<file path="src/rtl/hazard_forward_unit_if.sv">
// Decode-stage bus between fetch and the hazard/forward unit.
// Fetch side is the master, the hazard unit is the slave.
interface hazard_forward_unit_if #(
  parameter int SELW = 2,
  parameter int CNTW = 16
);
  logic            ins_valid;
  logic [31:0]     ins;
  logic            flush;
  logic            stall;
  logic            out_valid;
  logic [5:0]      op_dec;
  logic [15:0]     imm;
  logic            imm_sel;
  logic [4:0]      dest;
  logic [SELW-1:0] fwd_sel_a;
  logic [SELW-1:0] fwd_sel_b;
  logic            mem_en_ex;
  logic            mem_rw_ex;
  logic [CNTW-1:0] stall_cnt;

  modport master (
    output ins_valid, ins, flush,
    input  stall, out_valid, op_dec, imm, imm_sel, dest,
           fwd_sel_a, fwd_sel_b, mem_en_ex, mem_rw_ex, stall_cnt
  );

  modport slave (
    input  ins_valid, ins, flush,
    output stall, out_valid, op_dec, imm, imm_sel, dest,
           fwd_sel_a, fwd_sel_b, mem_en_ex, mem_rw_ex, stall_cnt
  );
endinterface

</file>
<file path="src/rtl/hazard_forward_unit.sv">
// Decode-stage dependency checker: DEPTH-entry destination scoreboard driving
// operand forward selects, load-use stall, issue registers and a stall counter.
module hazard_forward_unit #(
  parameter int DEPTH    = 3,
  parameter int LOAD_LAT = 1,
  parameter int SELW     = 2,
  parameter int CNTW     = 16
) (
  input  logic                  clk,
  input  logic                  reset,
  hazard_forward_unit_if.slave  bus
);
  localparam logic [5:0] OP_LD  = 6'b010100;
  localparam logic [5:0] OP_ST  = 6'b010101;
  localparam logic [5:0] OP_JMP = 6'b011000;

  logic [5:0] op;
  logic [4:0] rd, rs_a, rs_b, src_b;
  logic       is_ld, is_st, is_jmp, is_cj, is_imm, is_rt;
  logic       wr_reg, use_a, use_b, issue;

  assign op   = bus.ins[31:26];
  assign rd   = bus.ins[25:21];
  assign rs_a = bus.ins[20:16];
  assign rs_b = bus.ins[15:11];

  always_comb begin
    is_ld  = (op == OP_LD);
    is_st  = (op == OP_ST);
    is_jmp = (op == OP_JMP);
    is_cj  = (op[5:2] == 4'b0111);
    is_imm = (op[5:3] == 3'b001);
    is_rt  = (op[5:3] == 3'b000);
    wr_reg = (is_rt | is_imm | is_ld) & (rd != 5'd0);
    use_a  = ~(is_jmp | is_cj);
    use_b  = is_rt | is_st;
    // stores read their data register through the rd field
    src_b  = is_st ? rd : rs_b;
  end

  // scoreboard, entry 0 = youngest
  logic [DEPTH-1:0]      sb_v, sb_ld;
  logic [DEPTH-1:0][4:0] sb_rd;
  logic [SELW-1:0]       sel_a, sel_b;
  logic                  haz_a, haz_b;

  // walk oldest to youngest so the nearest match overwrites older ones
  always_comb begin
    sel_a = '0;
    sel_b = '0;
    haz_a = 1'b0;
    haz_b = 1'b0;
    for (int i = DEPTH-1; i >= 0; i--) begin
      if (use_a && rs_a != 5'd0 && sb_v[i] && sb_rd[i] == rs_a) begin
        sel_a = SELW'(i + 1);
        haz_a = sb_ld[i] && (i < LOAD_LAT);
      end
      if (use_b && src_b != 5'd0 && sb_v[i] && sb_rd[i] == src_b) begin
        sel_b = SELW'(i + 1);
        haz_b = sb_ld[i] && (i < LOAD_LAT);
      end
    end
  end

  assign bus.stall = ~reset & bus.ins_valid & ~bus.flush & (haz_a | haz_b);
  assign issue     = bus.ins_valid & ~bus.stall & ~bus.flush;

  always_ff @(posedge clk or posedge reset) begin
    if (reset) begin
      sb_v          <= '0;
      sb_ld         <= '0;
      sb_rd         <= '0;
      bus.out_valid <= 1'b0;
      bus.op_dec    <= '0;
      bus.imm       <= '0;
      bus.imm_sel   <= 1'b0;
      bus.dest      <= '0;
      bus.fwd_sel_a <= '0;
      bus.fwd_sel_b <= '0;
      bus.mem_en_ex <= 1'b0;
      bus.mem_rw_ex <= 1'b0;
      bus.stall_cnt <= '0;
    end else begin
      for (int i = DEPTH-1; i > 0; i--) begin
        sb_v[i]  <= sb_v[i-1];
        sb_rd[i] <= sb_rd[i-1];
        sb_ld[i] <= sb_ld[i-1];
      end
      sb_v[0]  <= issue & wr_reg;
      sb_rd[0] <= rd;
      sb_ld[0] <= is_ld;

      bus.out_valid <= issue;
      bus.mem_en_ex <= issue & (is_ld | is_st);
      bus.fwd_sel_a <= issue ? sel_a : '0;
      bus.fwd_sel_b <= issue ? sel_b : '0;
      if (issue) begin
        bus.op_dec    <= op;
        bus.imm       <= bus.ins[15:0];
        bus.imm_sel   <= is_imm;
        // non-writing instructions report r0 as their destination
        bus.dest      <= wr_reg ? rd : 5'd0;
        bus.mem_rw_ex <= is_st;
      end
      if (bus.stall && !(&bus.stall_cnt))
        bus.stall_cnt <= bus.stall_cnt + 1'b1;
    end
  end
endmodule

</file>
<file path="src/flat_wrapper.sv">
// flat-port wrapper written by rule: the top's interface ports become plain ports
module hazard_forward_unit_flat 
#(
  parameter int DEPTH    = 3,
  parameter int LOAD_LAT = 1,
  parameter int SELW     = 2,
  parameter int CNTW     = 16
)
  (clk, reset, bus_ins_valid, bus_ins, bus_flush, bus_stall, bus_out_valid, bus_op_dec, bus_imm, bus_imm_sel, bus_dest, bus_fwd_sel_a, bus_fwd_sel_b, bus_mem_en_ex, bus_mem_rw_ex, bus_stall_cnt);
  hazard_forward_unit_if #(.SELW(SELW), .CNTW(CNTW)) bus_i ();
  input  logic clk;
  input  logic reset;
  input wire logic [$bits(bus_i.ins_valid)-1:0] bus_ins_valid;
  input wire logic [$bits(bus_i.ins)-1:0] bus_ins;
  input wire logic [$bits(bus_i.flush)-1:0] bus_flush;
  output wire logic [$bits(bus_i.stall)-1:0] bus_stall;
  output wire logic [$bits(bus_i.out_valid)-1:0] bus_out_valid;
  output wire logic [$bits(bus_i.op_dec)-1:0] bus_op_dec;
  output wire logic [$bits(bus_i.imm)-1:0] bus_imm;
  output wire logic [$bits(bus_i.imm_sel)-1:0] bus_imm_sel;
  output wire logic [$bits(bus_i.dest)-1:0] bus_dest;
  output wire logic [$bits(bus_i.fwd_sel_a)-1:0] bus_fwd_sel_a;
  output wire logic [$bits(bus_i.fwd_sel_b)-1:0] bus_fwd_sel_b;
  output wire logic [$bits(bus_i.mem_en_ex)-1:0] bus_mem_en_ex;
  output wire logic [$bits(bus_i.mem_rw_ex)-1:0] bus_mem_rw_ex;
  output wire logic [$bits(bus_i.stall_cnt)-1:0] bus_stall_cnt;
  assign bus_i.ins_valid = bus_ins_valid;
  assign bus_i.ins = bus_ins;
  assign bus_i.flush = bus_flush;
  assign bus_stall = bus_i.stall;
  assign bus_out_valid = bus_i.out_valid;
  assign bus_op_dec = bus_i.op_dec;
  assign bus_imm = bus_i.imm;
  assign bus_imm_sel = bus_i.imm_sel;
  assign bus_dest = bus_i.dest;
  assign bus_fwd_sel_a = bus_i.fwd_sel_a;
  assign bus_fwd_sel_b = bus_i.fwd_sel_b;
  assign bus_mem_en_ex = bus_i.mem_en_ex;
  assign bus_mem_rw_ex = bus_i.mem_rw_ex;
  assign bus_stall_cnt = bus_i.stall_cnt;
  hazard_forward_unit #(.DEPTH(DEPTH), .LOAD_LAT(LOAD_LAT), .SELW(SELW), .CNTW(CNTW)) u_core (.clk(clk), .reset(reset), .bus(bus_i));
endmodule
</file>
<file path="config.mk">
export PLATFORM = sky130hd
export DESIGN_NAME = hazard_forward_unit_flat
export DESIGN_NICKNAME = d
export VERILOG_FILES = /design/src/rtl/hazard_forward_unit_if.sv /design/src/rtl/hazard_forward_unit.sv /design/src/flat_wrapper.sv
export SDC_FILE = /design/constraint.sdc
export NUM_CORES = 1
export LEC_CHECK = 0
export ABC_AREA = 1
export CAP_MARGIN = 25
export CORE_MARGIN = 2
export CORE_UTILIZATION = 54
export DETAILED_ROUTE_END_ITERATION = 8
export PLACE_DENSITY_LB_ADDON = 0.3
export SLEW_MARGIN = 0
export SYNTH_ARGS = -nofsm -noshare
export SYNTH_HDL_FRONTEND = slang
export SYNTH_SLANG_ARGS = --single-unit
</file>
<file path="constraint.sdc">
create_clock -name clk -period 3.2 [get_ports clk]
set_input_delay 0.64 -clock clk [delete_from_list [all_inputs] [get_ports clk]]
set_output_delay 0.64 -clock clk [all_outputs]
set_load 0.005 [all_outputs]
</file>
-- Word-level counts from Yosys, hierarchy flattened
Index checks and enable logic that the tools add are counted.
- add/sub/neg operators: 1
- equality and inequality tests: 11
- mux-type cells: 12
- bitwise logic cells: 18
- reductions and logical operators: 21
- operator list (kind ; count):
    == test 5 bit ; 6
    == test 6 x 5 -> 1 bit (second input constant) ; 3
    adder 16 x 1 -> 16 bit (second input constant) ; 1
    2-to-1 mux 2 bit ; 8
    AND reduction 16 bit ; 1
    logical AND 1 bit ; 15
    nonzero test 5 bit ; 3
    2-to-1 mux 5 bit ; 2
    bitwise AND 1 bit ; 8
    bitwise OR 1 bit ; 6
    == test 4 x 3 -> 1 bit (second input constant) ; 1
    NOT 1 bit ; 4
    == test 3 x 1 -> 1 bit (second input constant) ; 1
    logical NOT 3 bit ; 1
    2-to-1 mux 1 bit ; 2
    logical NOT 1 bit ; 1
- bits in registers: 70
- input port bits: 36
- output and inout bits: 52
- word-level logic and storage cells: 78

-- Depth between registers and ports, before layout
- depth in word-level cells: 13
- depth in mapped cells: 17
- mapped depth without buffers: 16

-- Worst setup path before layout
No wires, ideal clock.
- path type: input-to-output
- from: input bus_ins[29]
- to: output bus_stall
- arrival time: 1919 ps
- required time: 2560 ps
- path slack: 641 ps
- cell stages on the path: 13
- buffers on the path: 1
- path through: inv_1 > nand2_1 > nor2_4 > nand3_1 > nand2_1 > nand3_1 > nor2_2 > nor2_4 > nand3_2 > nand2_4 > nand2_4 > buf_2 > inv_1
- word-level cells in the longest chain between the ends: 9
- elaborated cells between the ends (all ways): 20
- those cells by class: 4 x eq/ne; 3 x mux; 5 x bitwise; 8 x reduce/logical
- ends and longest elaborated chain (element ; line ; source):
    start: declaration ; flat_wrapper.sv:14 ; input wire logic [$bits(bus_i.ins)-1:0] bus_ins;
    == test 6 x 5 -> 1 bit (tied with other cells) ; hazard_forward_unit.sv:29 ; is_st = (op == OP_ST);
    2-to-1 mux 5 bit / bitwise OR 1 bit (equally long branches) ; hazard_forward_unit.sv:38, hazard_forward_unit.sv:35 ;
    nonzero test 5 bit / NOT 1 bit (equally long branches) ; hazard_forward_unit.sv:58, hazard_forward_unit.sv:35 ;
    logical AND 1 bit, on equally long branches (3 in series) ; hazard_forward_unit.sv:58, hazard_forward_unit.sv:54 ;
    2-to-1 mux 1 bit, on equally long branches ; hazard_forward_unit.sv:58, hazard_forward_unit.sv:54 ;
    bitwise OR 1 bit * ; hazard_forward_unit.sv:65 ; assign bus.stall = ~reset & bus.ins_valid & ~bus.flush & (haz_a | haz_b);
    bitwise AND 1 bit * ; hazard_forward_unit.sv:65 ;
    end: declaration ; flat_wrapper.sv:16 ; output wire logic [$bits(bus_i.stall)-1:0] bus_stall;
Mark *: on every way between the ends. The rest lies on a longest branch, timed or not.

-- Final worst setup path
- from: input bus_ins[27]
- to: output bus_stall
- word-level cells in the longest chain between the ends: 9
- elaborated cells between the ends (all ways): 18
- those cells by class: 3 x eq/ne; 3 x mux; 5 x bitwise; 7 x reduce/logical
- ends and longest elaborated chain (element ; line):
    == test 6 x 5 -> 1 bit, on equally long branches ; hazard_forward_unit.sv:29, hazard_forward_unit.sv:30
    2-to-1 mux 5 bit / bitwise OR 1 bit (equally long branches) ; hazard_forward_unit.sv:38, hazard_forward_unit.sv:35
    nonzero test 5 bit / NOT 1 bit (equally long branches) ; hazard_forward_unit.sv:58, hazard_forward_unit.sv:35
    logical AND 1 bit, on equally long branches (3 in series) ; hazard_forward_unit.sv:58, hazard_forward_unit.sv:54
    2-to-1 mux 1 bit, on equally long branches ; hazard_forward_unit.sv:58, hazard_forward_unit.sv:54
    bitwise OR 1 bit * ; hazard_forward_unit.sv:65
    bitwise AND 1 bit * ; hazard_forward_unit.sv:65
Marked as above.

==> impl_metrics.py <==
metrics = {
    "status": {
        "status": "finished clean",
    },
    "detailed_routing": {
        "initialDrtViolationCount": 273,
        "routed_wl_mm": 9.43,
        "drtAntennaViolNets": 0,
        "wl_per_cell_microns": 14.3,
        "num_vias": 3522,
        "drc": 0,
        "drtPass1Iterations": 5,
        "vias_per_cell": 5.34,
    },
    "global_route": {
        "grt_pass1_wl_mm": 16.0,
        "grt_pass1_vias": 3411,
        "grt_max_degree": 39,
        "grt.total_usage": 0.274,
        "grt_overflow": 0,
        "antenna_found_initial": 0,
    },
    "placed_design": {
        "portBuffers": 87,
        "place_area_sq_um": 4810,
        "gp_congestion": 0.954,
        "dp_slack_ps": -206,
        "hpwl_mm": 6.92,
    },
    "power": {
        "p_leak_uw": 0.00252,
        "p_sw_uw": 532,
        "pwr-share-comb": 0.162,
        "clkPwrFrac": 0.358,
        "swShare": 0.263,
        "pwr_density_cell_nw_per_um2": 398,
        "seqPwrFrac": 0.480,
        "internal-power_uw": 1490,
        "power.ir.vdd_worst_mv": 0.295,
        "p_total_uw": 2020,
    },
    "clocking": {
        "clock-sinks": 70,
        "h-tree-depth": 3,
        "clkLatencyLatePin_ps": 350,
        "cts_buffers": 9,
        "ctsHoldBuffers": 0,
        "cts_tree": "done",
        "cts-root-buf": "clkbuf_8",
        "clk_pin_slew_ps": 80,
        "clockBufferDepth": 2,
    },
    "timing": {
        "post-route-min-period_ps": 2830,
        "fin_crit_sh": 0.885,
        "max_freq_mhz": 353,
        "fin_ws_ps": 367,
        "maxSlewHeadroom": 0.530,
        "rsz0062_at_grt": "false",
        "fin_tns_setup_ps": 0,
        "drv_slew": 0,
        "worst_pin_slew_ps": 704,
        "hold_violations": 0,
        "finClkSkew_ps": 9.31,
        "setup_viol": 0,
    },
    "synth": {
        "ys_seq_area_frac": 0.477,
        "ys_top_cells_by_area": "dfrtp_1 (48%), nand2_1 (15%), nand3_1 (7.6%)",
        "synth_area_sq_um": 3670,
        "yosys.area.top_type": "dfrtp_1",
        "yosysUniqueCellTypes": 29,
        "synth_top_cell_area_share": 0.477,
        "yosysWarnings": 0,
        "synth-async-reset-ratio": 1.00,
        "syn_area_per_cell_sq_um": 8.03,
        "synth_edf_count": 0,
        "syn_inst": 457,
        "syn_nets": 494,
        "synth_top_flop_cell": "dfrtp_1",
        "ys_seq_elements": 70,
    },
    "floorplanning": {
        "rows": 30,
        "start_util": 0.549,
        "coreArea_sq_um": 6680,
        "dieArea_sq_um": 7470,
        "die_h_microns": 86.4,
        "die_w_microns": 86.4,
        "io_pins": 88,
    },
    "critical_path": {
        "crit_type": "primary input to primary output",
        "r2r-start": "u_core.bus.stall_cnt[5]",
        "crit_arrival_ps": 2190,
        "r2r_cells": 8,
        "startpoint_type": "primary input",
        "reg2reg_slack_ps": 910,
        "crit_fanout": 3,
        "cp.required_ps": 2560,
        "crit_path_end_kind": "primary output",
        "timing.rr.end": "u_core.bus.stall_cnt[3]",
    },
    "layout": {
        "fin_nets": 611,
        "final_area_sq_um": 5080,
        "drive_gt1_frac": 0.140,
        "syn2layout_area_growth_pct": 38.3,
        "final_core_util": 0.760,
        "n_antenna_cell": 0,
    },
    "hold_path": {
        "hold_start": "u_core.sb_rd[5]",
        "min_to": "u_core.sb_rd[10]",
        "hold_path.class": "flip-flop to flip-flop",
        "hold_depth": 0,
    },
    "run": {
        "maxCapViolCount": 0,
    },
}
-- state kept, by name, indices dropped and copies added, names as in the netlist --
name / count
u_core.bus.dest: 5
u_core.bus.fwd_sel_a: 2
u_core.bus.fwd_sel_b: 2
u_core.bus.imm: 16
u_core.bus.imm_sel: 1
u_core.bus.mem_en_ex: 1
u_core.bus.mem_rw_ex: 1
u_core.bus.op_dec: 6
u_core.bus.out_valid: 1
u_core.bus.stall_cnt: 16
u_core.sb_ld: 1
u_core.sb_rd: 15
u_core.sb_v: 3
-- worst max path at each step --
| stage | end | cells after the start | from |
|---|---|---|---|
| after floorplan | bus_stall | 13 | bus_ins[29] |
| after global placement | bus_stall | 12 | bus_ins[27] |
| after global routing | bus_stall | 10 | bus_ins[27] |
| after detailed placement | bus_stall | 15 | bus_ins[29] |
| after CTS | bus_stall | 11 | bus_ins[25] |
| final | bus_stall | 10 | bus_ins[27] |
-- power by group through the flow --
| stage | logic (uW) | registers, uW | clock network [uW] |
|---|---|---|---|
| after global routing | 362 | 976 | 784 |
| after detailed placement | 324 | 987 | 0 |
| after floorplan | 126 | 986 | 0 |
| after CTS | 328 | 970 | 732 |
| after global placement | 317 | 985 | 0 |
| final | 327 | 970 | 724 |
-- per-stage QoR --
step	hold WS (ps)	instances
floorplan	368	457
global placement	385	640
detailed placement	393	640
CTS	417	658
global route	432	659
finish	417	659
-- synth_stat cells (all sizes together), types with 2 or more instances --
master,count
nand3b,3
xnor2,9
dfrtp,70
nor4,5
buf,9
o21ai,7
xor2,20
nand3,59
a21oi,2
nand4,21
nor2,35
nor3,9
nand2,153
clkbuf,4
inv,45
or2,3
-- placed cells by master, fill, tap and decap left out, types with 4 or more instances in the layout --
master	netlist	routed
buf_4	0	29
clkbuf_8	0	10
clkdlybuf4s50_1	0	77
dfrtp_1	70	70
dlygate4sd2_1	0	4
dlymetal6s2s_1	0	4
inv_1	41	39
inv_2	4	5
nand2_1	145	143
nand2_2	5	6
nand2_4	3	4
nand3_1	56	55
nand4_1	21	21
nor2_1	29	27
nor2_2	3	4
nor3_1	9	8
nor4_1	5	5
o21ai_0	7	7
xnor2_1	9	9
xor2_1	20	20
-- area by class of cell --
type	instances	area, sq um
fill	488	1610
inverter	45	171
timing repair buffer	118	1130
multi-input combinational	330	1720
sequential	70	1750
clock inverter	6	61.3
tap	80	100
clock buffer	10	138
-- critical path, stage by stage --
cell	delay, ps
dlygate4sd2_1	300
or2_2	330
a211oi_1	240
buf_4	160
a31oi_1	60
nand3_1	160
nand2_4	70
nand2_4	60
inv_1	30
dlymetal6s2s_1	140
-- timing repair --
item	CTS	global route
gates cloned	1	0
buffers inserted	1	1
endpoints found under the setup margin	1	1
resized for setup	13	10
pin swaps	6	3
-- routing by layer --
layer | share of wire | GRT usage
met2 | 0.48 | 0.438
met1 | 0.43 | 0.351
met3 | 0.069 | 0.0724
met5 | 0 | 0
met4 | 0.025 | 0.118
-- logic make-up after synthesis --
family | after synthesis | synth area share
AOI/OAI and AO/OA | 11 | 0.0160
xor gates and xnor gates | 29 | 0.0692
adders and majority gates | 1 | 0.00341
buffers and inverters | 58 | 0.0672
DFF | 70 | 0.477
and+or+nand+nor | 288 | 0.367
Note: power is estimated with default switching activity, not from simulation.
